<file path="config.mk">
export PLATFORM = sky130hd
export DESIGN_NAME = led_driver_flat
export DESIGN_NICKNAME = d
export VERILOG_FILES = /design/src/rtl/led_pkg.sv /design/src/rtl/led_driver_if.sv /design/src/rtl/led_pwm.sv /design/src/rtl/led_driver.sv /design/src/flat_wrapper.sv
export SDC_FILE = /design/constraint.sdc
export NUM_CORES = 1
export LEC_CHECK = 0
export CAP_MARGIN = 20
export CORE_MARGIN = 2
export CORE_UTILIZATION = 35
export DETAILED_ROUTE_END_ITERATION = 8
export SLEW_MARGIN = 5
export SYNTH_ARGS = -nofsm -noshare
export SYNTH_HDL_FRONTEND = slang
export SYNTH_SLANG_ARGS = --single-unit
</file>
<file path="constraint.sdc">
create_clock -name clk -period 2.5 [get_ports clk]
set_input_delay 0.5 -clock clk [delete_from_list [all_inputs] [get_ports clk]]
set_output_delay 0.5 -clock clk [all_outputs]
set_load 0.01 [all_outputs]
</file>
<file path="src/rtl/led_pkg.sv">
// Shared encodings for the LED driver: command codes, mode encoding and a counter-width helper.
package led_pkg;

    localparam logic [1:0] CMD_OFF    = 2'b00;
    localparam logic [1:0] CMD_ON     = 2'b01;
    localparam logic [1:0] CMD_TOGGLE = 2'b10;
    localparam logic [1:0] CMD_BLINK  = 2'b11;

    typedef enum logic [1:0] {
        ST_OFF   = 2'b00,
        ST_ON    = 2'b01,
        ST_BLINK = 2'b10,
        ST_FADE  = 2'b11
    } led_state_e;

    // Width of a counter that spans 0..n-1; never narrower than one bit.
    function automatic int cnt_width(input int n);
        return (n > 1) ? $clog2(n) : 1;
    endfunction

endpackage

</file>
<file path="src/rtl/led_driver_if.sv">
// Command channel into the LED driver: valid/ready handshake carrying a command code and a brightness.
interface led_driver_if #(
    parameter int PWM_BITS = 8
);
    logic                cmd_valid;
    logic                cmd_ready;
    logic [1:0]          cmd;
    logic [PWM_BITS-1:0] duty;

    modport master (output cmd_valid, output cmd, output duty, input cmd_ready);
    modport slave  (input cmd_valid, input cmd, input duty, output cmd_ready);
endinterface

</file>
<file path="src/rtl/led_pwm.sv">
// Free-running PWM counter with brightness compare; all-ones duty gives a gap-free lit output.
module led_pwm #(
    parameter int PWM_BITS = 8
) (
    input  logic                clk,
    input  logic                rst,
    input  logic [PWM_BITS-1:0] duty_eff,
    output logic                lit_pwm
);

    localparam logic [PWM_BITS-1:0] FULL = '1;

    logic [PWM_BITS-1:0] pwm_cnt;

    always_ff @(posedge clk) begin
        if (rst) begin
            pwm_cnt <= '0;
        end else begin
            pwm_cnt <= pwm_cnt + PWM_BITS'(1);
        end
    end

    // A plain compare would leave one dark count per period at full brightness.
    assign lit_pwm = (duty_eff == FULL) || (pwm_cnt < duty_eff);

endmodule

</file>
<file path="src/rtl/led_driver.sv">
// Command-driven active-low LED driver with PWM brightness and blinking.
// Optional soft turn-on ramp enabled by defining LED_FADE_EN.
//
//  state    | meaning
//  ---------+--------------------------------------------------------------
//  ST_OFF   | LED dark (pin high)
//  ST_ON    | LED driven at duty_reg brightness
//  ST_BLINK | alternates lit/dark every BLINK_HALF_CYCLES, lit at duty_reg
//  ST_FADE  | brightness ramps from 0 up to duty_reg, commands held off
module led_driver
    import led_pkg::*;
#(
    parameter int PWM_BITS          = 8,
    parameter int BLINK_HALF_CYCLES = 12_500_000,
    parameter int FADE_STEP_CYCLES  = 195_312
) (
    input  logic              clk,
    input  logic              rst,
    led_driver_if.slave       cmd_if,
    output logic              led,
    output logic [1:0]        state_o
);

    localparam int BW = cnt_width(BLINK_HALF_CYCLES);
    localparam logic [BW-1:0] BLINK_LAST = BW'(BLINK_HALF_CYCLES - 1);

    if (BLINK_HALF_CYCLES < 2 || FADE_STEP_CYCLES < 1) begin : g_param_check
        $error("led_driver: BLINK_HALF_CYCLES must be >= 2 and FADE_STEP_CYCLES >= 1");
    end

    led_state_e          state_q, state_d;
    led_state_e          on_entry;
    logic [PWM_BITS-1:0] duty_q, duty_d;
    logic [PWM_BITS-1:0] duty_eff;
    logic [BW-1:0]       blink_cnt_q, blink_cnt_d;
    logic                blink_dark_q, blink_dark_d;
    logic                blink_restart;
    logic                accept;
    logic                lit_pwm;
    logic                led_d;

    assign accept = cmd_if.cmd_valid && cmd_if.cmd_ready;

`ifdef LED_FADE_EN
    localparam int FW = cnt_width(FADE_STEP_CYCLES);
    localparam logic [FW-1:0] FADE_LAST = FW'(FADE_STEP_CYCLES - 1);

    logic [PWM_BITS-1:0] level_q, level_d;
    logic [FW-1:0]       fade_cnt_q, fade_cnt_d;

    assign cmd_if.cmd_ready = (state_q != ST_FADE);
    // Only a turn-on from dark ramps; a zero target has nothing to ramp to.
    assign on_entry = (state_q == ST_OFF && cmd_if.duty != '0) ? ST_FADE : ST_ON;
`else
    assign cmd_if.cmd_ready = 1'b1;
    assign on_entry = ST_ON;
`endif

    always_comb begin
        state_d       = state_q;
        duty_d        = duty_q;
        blink_restart = 1'b0;
        if (accept) begin
            case (cmd_if.cmd)
                CMD_OFF: begin
                    state_d = ST_OFF;
                end
                CMD_ON: begin
                    duty_d  = cmd_if.duty;
                    state_d = on_entry;
                end
                CMD_TOGGLE: begin
                    if (state_q == ST_OFF) begin
                        duty_d  = cmd_if.duty;
                        state_d = on_entry;
                    end else begin
                        state_d = ST_OFF;
                    end
                end
                CMD_BLINK: begin
                    duty_d        = cmd_if.duty;
                    state_d       = ST_BLINK;
                    blink_restart = 1'b1;
                end
                default: begin
                    state_d = state_q;
                end
            endcase
        end
`ifdef LED_FADE_EN
        else if (state_q == ST_FADE && level_q == duty_q) begin
            state_d = ST_ON;
        end
`endif
    end

    // Blink phase: every (re)entry starts a fresh lit half-period.
    always_comb begin
        blink_cnt_d  = '0;
        blink_dark_d = 1'b0;
        if (state_d == ST_BLINK && !blink_restart) begin
            if (blink_cnt_q == BLINK_LAST) begin
                blink_cnt_d  = '0;
                blink_dark_d = !blink_dark_q;
            end else begin
                blink_cnt_d  = blink_cnt_q + BW'(1);
                blink_dark_d = blink_dark_q;
            end
        end
    end

`ifdef LED_FADE_EN
    always_comb begin
        level_d    = '0;
        fade_cnt_d = '0;
        if (state_q == ST_FADE && state_d == ST_FADE) begin
            if (fade_cnt_q == FADE_LAST) begin
                fade_cnt_d = '0;
                level_d    = level_q + PWM_BITS'(1);
            end else begin
                fade_cnt_d = fade_cnt_q + FW'(1);
                level_d    = level_q;
            end
        end
    end

    always_ff @(posedge clk) begin
        if (rst) begin
            level_q    <= '0;
            fade_cnt_q <= '0;
        end else begin
            level_q    <= level_d;
            fade_cnt_q <= fade_cnt_d;
        end
    end

    assign duty_eff = (state_d == ST_FADE) ? level_d : duty_d;
`else
    assign duty_eff = duty_d;
`endif

    led_pwm #(
        .PWM_BITS (PWM_BITS)
    ) u_pwm (
        .clk      (clk),
        .rst      (rst),
        .duty_eff (duty_eff),
        .lit_pwm  (lit_pwm)
    );

    // The pin is computed from the next mode so it changes on the same edge as state_o.
    assign led_d = (state_d == ST_OFF) || (state_d == ST_BLINK && blink_dark_d) || !lit_pwm;

    always_ff @(posedge clk) begin
        if (rst) begin
            state_q      <= ST_OFF;
            duty_q       <= '0;
            blink_cnt_q  <= '0;
            blink_dark_q <= 1'b0;
            led          <= 1'b1;
        end else begin
            state_q      <= state_d;
            duty_q       <= duty_d;
            blink_cnt_q  <= blink_cnt_d;
            blink_dark_q <= blink_dark_d;
            led          <= led_d;
        end
    end

    assign state_o = state_q;

endmodule

</file>
<file path="src/flat_wrapper.sv">
// flat-port wrapper written by rule: the top's interface ports become plain ports
module led_driver_flat import led_pkg::*;
#(
    parameter int PWM_BITS          = 8,
    parameter int BLINK_HALF_CYCLES = 12_500_000,
    parameter int FADE_STEP_CYCLES  = 195_312
)
  (clk, rst, led, state_o, cmd_if_cmd_valid, cmd_if_cmd, cmd_if_duty, cmd_if_cmd_ready);
  led_driver_if #(.PWM_BITS(PWM_BITS)) cmd_if_i ();
  input  logic clk;
  input  logic rst;
  output logic led;
  output logic [1:0] state_o;
  input wire logic [$bits(cmd_if_i.cmd_valid)-1:0] cmd_if_cmd_valid;
  input wire logic [$bits(cmd_if_i.cmd)-1:0] cmd_if_cmd;
  input wire logic [$bits(cmd_if_i.duty)-1:0] cmd_if_duty;
  output wire logic [$bits(cmd_if_i.cmd_ready)-1:0] cmd_if_cmd_ready;
  assign cmd_if_i.cmd_valid = cmd_if_cmd_valid;
  assign cmd_if_i.cmd = cmd_if_cmd;
  assign cmd_if_i.duty = cmd_if_duty;
  assign cmd_if_cmd_ready = cmd_if_i.cmd_ready;
  led_driver #(.PWM_BITS(PWM_BITS), .BLINK_HALF_CYCLES(BLINK_HALF_CYCLES), .FADE_STEP_CYCLES(FADE_STEP_CYCLES)) u_core (.clk(clk), .rst(rst), .cmd_if(cmd_if_i), .led(led), .state_o(state_o));
endmodule
</file>
==> results of run 1 <==
-- cell families after synthesis --
| logic type | count (synthesis) |
|---|---|
| AOI/OAI and AO/OA | 15 |
| muxes | 9 |
| xor gates and xnor gates | 28 |
| DFF | 44 |
| other | 1 |
| adders and majority gates | 8 |
| buffers and inverters | 11 |
| and+or+nand+nor | 107 |
-- cell type report --
| type | count | area (µm²) | area share [%] |
|---|---|---|---|
| multi-input cells | 168 | 1100 | 45.2 |
| flip-flops and latches | 44 | 881 | 36.4 |
| repair buffers | 28 | 250 | 10.3 |
| well taps | 72 | 90.1 | 3.72 |
| clock buffers | 7 | 86.3 | 3.56 |
| inverters | 3 | 11.3 | 0.465 |
| clock inverters | 1 | 7.51 | 0.310 |
-- power groups by stage --
stage               clock (mW)  sequential [mW]  combinational, mW
global route             0.517            0.731              0.142
CTS                      0.485            0.729              0.129
finish                   0.466            0.729              0.129
detailed placement           0            0.745              0.121
global placement             0            0.745              0.120
floorplan                    0            0.745             0.0632
-- Yosys cell counts, drive strengths merged (2+ instances only) --
library cell   n  area share, %
nor2          50            9.3
dfxtp         44             44
xor2          17            7.4
nand3         16            4.0
xnor2         11            4.8
mux2i          9            4.5
nand2          9            1.7
nand4          9            2.8
and3           8            2.6
ha             8            4.9
buf            6            2.0
and4           4            1.8
a21o           3            1.2
a21oi          3           0.74
inv            3           0.56
o21ai          3           0.74
clkbuf         2           0.37
nor3           2           0.74
nor3b          2            1.3
o21a           2           0.74
or3            2           0.62
-- through the flow --
stage          setup TNS, ns  util [%]
6_report                   0      43.7
5_1_grt                    0      43.7
4_1_cts                    0      43.7
3_5_place_dp          -0.457      41.5
3_3_place_gp          -0.403      41.5
2_1_floorplan              0         -
-- per-layer routing --
| metal | vias up | wire length (µm) | part of all wire, % |
|---|---|---|---|
| li1 | 813 | - | - |
| met2 | 15 | 1720 | 45 |
| met4 | 0 | 41 | 1.1 |
| met5 | - | 0 | 0 |
| met3 | 2 | 97 | 2.5 |
| met1 | 724 | 1950 | 51 |
-- sequential cells by signal, summed over array words and instances, names as in the netlist --
signal	cells
u_core.blink_cnt_q	24
u_core.duty_q	8
u_core.u_pwm.pwm_cnt	8
u_core.state_o	2
u_core.blink_dark_q	1
u_core.led	1
-- critical path: cells and delay by family --
kind / cells / cell delay (ns)
AOI/OAI and AO/OA: 6 / 0.96
buffers and inverters: 1 / 0.48
adders and majority gates: 1 / 0.27
muxes: 1 / 0.26
and+or+nand+nor: 1 / 0.08
-- repair_timing --
item,4_1_cts,5_1_grt
hold buffers,0,0
gates resized for setup,5,0
endpoints found under the setup margin,1,0
buffers inserted,2,0
-- path summary, 6_finish.rpt --
kind	to	startpoint	slack (ns)	depth (start not counted)
worst min-delay path	u_core.u_pwm.pwm_cnt[0]	u_core.u_pwm.pwm_cnt[0]	0.46	1
worst max-delay path	u_core.led	cmd_if_cmd[0]	0.12	10
worst max register to register	u_core.led	u_core.state_o[1]	0.23	10
worst min register to register	u_core.u_pwm.pwm_cnt[0]	u_core.u_pwm.pwm_cnt[0]	0.46	1
==> metrics, run 1 <==
Mapped Cells between 200 and 250; Leak Pwr between 0.9 and 1 nW; period utilisation layout 95.1%; CTS sink cnt 44; main combinational cell family by area after synthesis simple AND/OR/NAND/NOR gates; Adder-Cell Fraction of Synth Area under 10%; DP Cell Count 313; crit path cell chain clkdlybuf4s50_1 -> o21a_1 -> mux2i_2 -> ha_1 -> a21o_1 -> a21o_1 -> a21o_2 -> nor2_1 -> o221a_1 -> a31oi_1; per-cell routed wire length 11.8 µm; root buffer cell clkbuf_8; Combinational Power Share around 9.7%; status complete, no violations; Clk pwr share 35.2%; switching power total 306 µW; Simple-Gate Fraction of Synth Area 26.8%; VDD IR-drop max between 0.0002 and 0.00025 V; CTS tree yes; Seq/Total Area, Yosys between 40% and 50%; gp weighted congestion 0.784; worst-case clock buffer depth 2; Die X-Extent between 80 and 90 µm; FILL cells 561; Antenna Nets Post-Route 0; commonest non-fill, non-tap cell in the layout nor2_1; Placement Cell Area 2300 µm²; routed via count 1,554; most frequent CP cell a21o_1; worst skew pair latency ~0.30 ns; Max Fanout on Critical Path 2; Synth Area per Inst 9.08 µm²; RSZ-0062 raised after global routing no; H-tree levels 2; Clock Pin Slew Worst Setup and Hold Paths about 0.080 ns; final WL around 3.8 mm; Final Instance Count excl. Fillers 323; number of synthesis warnings 0; DRC 0; mean number of vias per cell 4.81; Cell variety after synth 38; IO Pins 17; kind of critical path input port to flop; diode count 0; Worst Skew 0.00749 ns; predominant post-synthesis flop cell dfxtp_1; TritonCTS Buffers 5; critical path arrival roughly 2.6 ns; CP required 2.68 ns; Fmax between 400 and 500 MHz; Initial Utilization 36.5%; DRT Pass-1 Iters 4; switch share a little under a quarter; Tot GR Track Use 12.5%; remaining global-route overflow 0; met2 usage 18.8%; HPWL after DPL 2.63 mm; Post-synth ARST share 0%; Mapped Area around 2000 µm²; final setup margin 0.124 ns; first-pass GRT wire length 6.22 mm; core footprint 5540 µm²; MaxCap Viol Count 0; Buffers on Ports 15; Slew Viols, Final 0; Critical Path End Type flop; most frequent cells in the layout nor2_1 (50), dfxtp_1 (44), xor2_1 (17); max incr delay on CP 0.48 ns; layout cell share with drive strength beyond 1 12.4%; Seq cells post-synth 44; # rows 27; Flop pwr share 55.1%; kind of start point of the critical path input port; Hold Vio Cnt, Final 0; DR iter-0 viols 55; Worst Hold Class flop to flop; met1 usage 16.4%; largest net degree at the start of global routing 25; global routing met3 resource utilization approximately 3.4%; Chip Height 80.1 µm; post-synthesis mux area share under 10%; design area 2420 µm²; initial antenna violation count 0; gr busiest metal met2; pwr dens 546 nW/µm²; WHS 0.460 ns; Nets about 270; Post-Place Setup Slack -0.457 ns; endpoints failing setup 0; total design power 1.32 mW; Pint approximately 1.0 mW; minimum clock period 2.38 ns; compound-cell area share of the yosys netlist 5.07%; Max stage delay cell, worst path clkdlybuf4s50_1; number of global-route vias before repair 1,374; area grow syn2layout 19.7%; XOR/XNOR Fraction of Synth Area about an eighth; die area 6410 µm²; Syn Nets roughly 240; EDFF count, synth 0
No activity file was read; power rests on OpenSTA's default activity.
==> run 2: changes to the inputs <==
- ABC_AREA: default -> 1
==> metrics, run 2 <==
worst setup path endpoint u_core.led; Synth top area share 38.1%; critical path arrival about 2.5 ns; die area 7270 µm²; r2r startpoint u_core.state_o[1]; Seq cells post-synth 44; Syn Nets 349; Post-Place Setup Slack -0.117 ns; min-delay src u_core.u_pwm.pwm_cnt[0]; DRC 0; Mapped Area roughly 2300 µm²; top flop regs u_core.blink_cnt_q x24, u_core.duty_q x8, u_core.u_pwm.pwm_cnt x8; TritonCTS Buffers 5; total design power ~1.3 mW; DR iter-0 viols 71; Antenna Nets Post-Route 0; Flop pwr share around 55%; commonest non-fill, non-tap cell in the layout nor2_1; Worst Skew between 0.01 and 0.015 ns; Mapped Cells roughly 330; EDFF count, synth 0; Largest register FFs 24; remaining global-route overflow 0; first-pass GRT wire length 8.28 mm; final core area utilization between 40% and 50%; worst skew pair latency 0.30 ns; predominant post-synthesis flop cell dfxtp_1; most frequent cells after synthesis nor2_1 (62), nand2_1 (57), inv_1 (49), dfxtp_1 (44); Buffers on Ports 15; final setup margin 0.187 ns; status complete, no violations; Post-synth ARST share 0%; sequential cell area 881 µm²; Synth Area per Inst 7.04 µm²; period utilisation layout 92.5%; Cell variety after synth 35; Initial Utilization roughly 36%; worst-case clock buffer depth 2; kind of critical path input port to flop; reg2reg end u_core.led; RSZ-0062 raised after global routing no; Leak Pwr around 1.1 nW; DRT Pass-1 Iters 4; pwr dens between 400 and 500 nW/µm²; top cell type by total area after synthesis dfxtp_1; Critical Path Source cmd_if_cmd[0]; Slew Viols, Final 0; per-cell routed wire length about 11 µm; Worst Hold Class flop to flop; MaxCap Viol Count 0; Multi-input gate area 1210 µm²; CTS sink cnt 44; switch share 25.4%; minimum clock period 2.31 ns; CTS Hold Bufs 0; Critical Path End Type flop; switching power total between 300 and 400 µW; Die X-Extent 85.2 µm; Pint 993 µW; Combinational Power Share 12.2%; count leader, synth nor2_1; gp weighted congestion 0.798; Fmax 432 MHz; largest net degree at the start of global routing 15; flop-to-flop setup slack 0.54 ns; Top reg by flops u_core.blink_cnt_q; layout cell share with drive strength beyond 1 13.1%; Tot GR Track Use 14.2%; CTS tree yes; final WL 4.76 mm; Chip Height ~85 µm; Nets 380; synth top area cells dfxtp_1 (38%), nor2_1 (10%), nand2_1 (9.3%), inv_1 (8.0%), ha_1 (4.3%); Seq/Total Area, Yosys 38.1%; most frequent cells in the layout nor2_1 (62), nand2_1 (57), inv_1 (49); number of synthesis warnings 0; core footprint 6350 µm²; area grow syn2layout 18.6%; WHS 0.459 ns; design area 2740 µm²; root buffer cell clkbuf_8; H-tree levels 2; IO Pins 17; kind of start point of the critical path input port; Clk pwr share 33.1%; CP required 2.70 ns; routed via count 2,045; endpoints failing setup 0; mean number of vias per cell 4.68; FILL cells ~630; r2r worst-path depth 13; Placement Cell Area 2640 µm²; diode count 0; Hold Vio Cnt, Final 0; initial antenna violation count 0; number of global-route vias before repair approximately 2,000; VDD IR-drop max about 0.00034 V; # rows 29; Max Fanout on Critical Path 4; Clock Pin Slew Worst Setup and Hold Paths ~0.08 ns; HPWL after DPL 3.75 mm
## run 2: changes by cell type after synthesis, sizes merged, moves of 6 or more
cell   previous run  this run
a21oi             3        14
nor2             50        68
and3              8         0
inv               3        51
nor3              2        14
mux2i             9         0
xor2             17         6
xnor2            11         5
nand2             9        62
## run 2: cell families (layout without fill, tap and decap cells)
family / count (synthesis) / count (layout) / synth area share [%]
AO/OA/AOI/OAI: 31 / 31 / 8.02
XOR/XNOR: 11 / 11 / 4.17
adder cells (fa/ha/maj): 8 / 8 / 4.33
buffers and inverters: 58 / 90 / 9.75
flip-flops: 44 / 44 / 38.1
other: 1 / 1 / 0.162
AND/OR/NAND/NOR: 175 / 175 / 35.4
## run 2: repair_timing
item                                    4_1_cts  5_1_grt
endpoints found under the setup margin        0        1
resized for setup                             0        3
buffers inserted                              0        0
## run 2: how the worst min path moves through the flow
stage,endpoint,slack (ns),depth (start not counted)
6_report,u_core.u_pwm.pwm_cnt[0],0.46,1
4_1_cts,u_core.u_pwm.pwm_cnt[0],0.47,1
3_5_place_dp,u_core.u_pwm.pwm_cnt[0],0.45,1
5_1_grt,u_core.u_pwm.pwm_cnt[0],0.49,1
2_1_floorplan,u_core.u_pwm.pwm_cnt[0],0.43,1
3_3_place_gp,u_core.blink_cnt_q[0],0.44,1
## run 2: stage by stage
step | TNS (ns) | std cells
2_1_floorplan | 0 | 328
3_3_place_gp | -0.0772 | 429
3_5_place_dp | -0.117 | 429
4_1_cts | 0 | 437
5_1_grt | 0 | 437
6_report | 0 | 437
## run 2: area by class of cell
type	instances	share of cell area, %
clock inverters	3	0.685
clock buffers	5	2.51
well taps	77	3.52
multi-input cells	226	44.2
repair buffers	31	9.95
flip-flops and latches	44	32.1
inverters	51	6.99
## run 2: power groups by stage
stage | logic, mW | registers (mW) | clock network (mW)
after floorplan | 0.0862 | 0.743 | 0
after global routing | 0.188 | 0.730 | 0.495
after detailed placement | 0.162 | 0.744 | 0
after global placement | 0.160 | 0.744 | 0
after CTS | 0.163 | 0.728 | 0.462
final | 0.163 | 0.727 | 0.441
## run 2: worst max-delay path: stages
cell	delay [ns]
clkdlybuf4s50_1	0.52
nand2_1	0.10
a21boi_2	0.17
inv_1	0.09
nor2_1	0.05
a21oi_1	0.16
inv_1	0.09
ha_1	0.30
a21oi_1	0.13
nor2_1	0.05
a211oi_1	0.17
nand2_1	0.09
nand2_1	0.06
nand2_1	0.05
## run 2: layer usage
layer	up-vias	global-route usage, %	part of all wire (%)
li1	1090	-	-
met1	931	16.6	47
met2	16	25.1	50
met3	8	3.21	2.1
met4	0	5.34	1.3
met5	-	0	0
==> run 3: changes to the inputs <==
- PLACE_DENSITY_LB_ADDON: default -> 0.15
==> metrics, run 3 (same netlist as run 2, synthesis figures left out) <==
Nets 380; IO Pins 17; Antenna Nets Post-Route 0; status complete, no violations; core footprint ~6300 µm²; FILL cells 654; number of global-route vias before repair 1,970; sequential cell area 881 µm²; Initial Utilization 36.4%; crit path cell chain clkdlybuf4s50_1 -> nand2_1 -> a21boi_1 -> inv_1 -> nor2_1 -> a21oi_1 -> inv_1 -> ha_1 -> a21oi_1 -> nor2_1 -> a211oi_1 -> nand2_1 -> nand2_1 -> nand2_1; routed via count a little over 2,000; initial antenna violation count 0; Fmax 446 MHz; layout cell share with drive strength beyond 1 12.5%; Top reg by flops u_core.blink_cnt_q; per-cell routed wire length 11.2 µm; remaining global-route overflow 0; Placement Cell Area 2640 µm²; TritonCTS Buffers 5; most frequent cells in the layout nor2_1 (62), nand2_1 (57), inv_1 (49); post-CTS sizing 0; H-tree levels 2; reg2reg end u_core.led; worst skew pair latency 0.30 ns; MaxCap Viol Count 0; Multi-input gate area 1200 µm²; CTS tree yes; area grow syn2layout 21.3%; kind of critical path input port to flop; CTS Hold Bufs 0; gp weighted congestion 0.832; DRT Pass-1 Iters 4; largest net degree at the start of global routing 15; WHS 0.468 ns; Buffers on Ports 15; kind of start point of the critical path input port; DRC 0; Die X-Extent 85.2 µm; Worst Hold Class flop to flop; r2r worst-path depth 13; die area 7270 µm²; mean number of vias per cell around 4.6; pwr dens 585 nW/µm²; Leak Pwr between 1 and 1.5 nW; most frequent CP cell nand2_1; r2r startpoint u_core.state_o[1]; design area 2800 µm²; worst-case clock buffer depth 2; total design power approximately 1.6 mW; minimum clock period 2.24 ns; Clock Pin Slew Worst Setup and Hold Paths 0.09 ns; commonest non-fill, non-tap cell in the layout nor2_1; Tot GR Track Use 14.6%; DR iter-0 viols 64; HPWL after DPL 3.91 mm; Largest register FFs 24; Worst Skew 0.00601 ns; VDD IR-drop max about 0.00033 V; endpoints failing setup 0; diode count 0; Slew Viols, Final 0; critical path arrival 2.45 ns; Hold Vio Cnt, Final 0; min-delay src u_core.u_pwm.pwm_cnt[0]; flop-to-flop setup slack 0.55 ns; Max stage delay cell, worst path clkdlybuf4s50_1; max incr delay on CP about 0.50 ns; # rows 29; final WL 4.90 mm; period utilisation layout 89.8%; RSZ-0062 raised after global routing no; first-pass GRT wire length 8.49 mm; CP required ~2.7 ns; Critical Path End Type flop; Chip Height 85.2 µm; hold path endpoint u_core.u_pwm.pwm_cnt[0]; CTS sink cnt between 40 and 50; root buffer cell clkbuf_8; post-CTS setup buffer count 0; Max Fanout on Critical Path 4; hold depth 1; top flop regs u_core.blink_cnt_q x24, u_core.duty_q x8, u_core.u_pwm.pwm_cnt x8
run 3: worst max path at each step:
stage / startpoint / to / depth (start not counted)
after CTS: cmd_if_cmd[0] / u_core.led / 14
after detailed placement: cmd_if_cmd[0] / u_core.led / 14
after global routing: cmd_if_cmd[0] / u_core.led / 14
after floorplan: cmd_if_cmd_valid / u_core.led / 14
after global placement: cmd_if_cmd[0] / u_core.led / 14
final: cmd_if_cmd[0] / u_core.led / 14
run 3: power breakdown:
| group | leakage (nW) | internal [mW] | switching, mW |
|---|---|---|---|
| logic | 0.711 | 0.0775 | 0.0812 |
| clock network | 0.0784 | 0.500 | 0.254 |
| registers | 0.357 | 0.718 | 0.00823 |
run 3: cell type report:
class	instances	area share, %
clock buffer	5	2.46
clock inverter	3	3.22
inverter	51	6.83
sequential	44	31.4
tap	77	3.44
multi-input combinational	226	43.0
timing repair buffer	31	9.65
run 3: metal layers:
| metal | track usage [%] | up-vias | share of wire, % |
|---|---|---|---|
| met2 | 26.8 | 19 | 53 |
| met3 | 3.50 | 10 | 1.9 |
| met5 | 0 | - | 0 |
| met1 | 16.1 | 898 | 43 |
| met4 | 5.48 | 0 | 2.2 |
| li1 | - | 1096 | - |
run 3: critical path: cells and delay by family:
family	cells	cell delay, ns
fa+ha+maj	1	0.29
simple gates	6	0.35
buf+inv	3	0.71
compound gates	4	0.59
run 3: stage by stage:
step	worst slack, ns	instances	setup TNS (ns)	utilization, %
after global placement	-0.0812	429	-0.0812	41.6
final	0.256	437	0	44.1
after floorplan	0.423	328	0	-
after global routing	0.0166	437	0	44.1
after detailed placement	-0.0833	429	-0.0833	41.6
after CTS	0.229	437	0	44.1
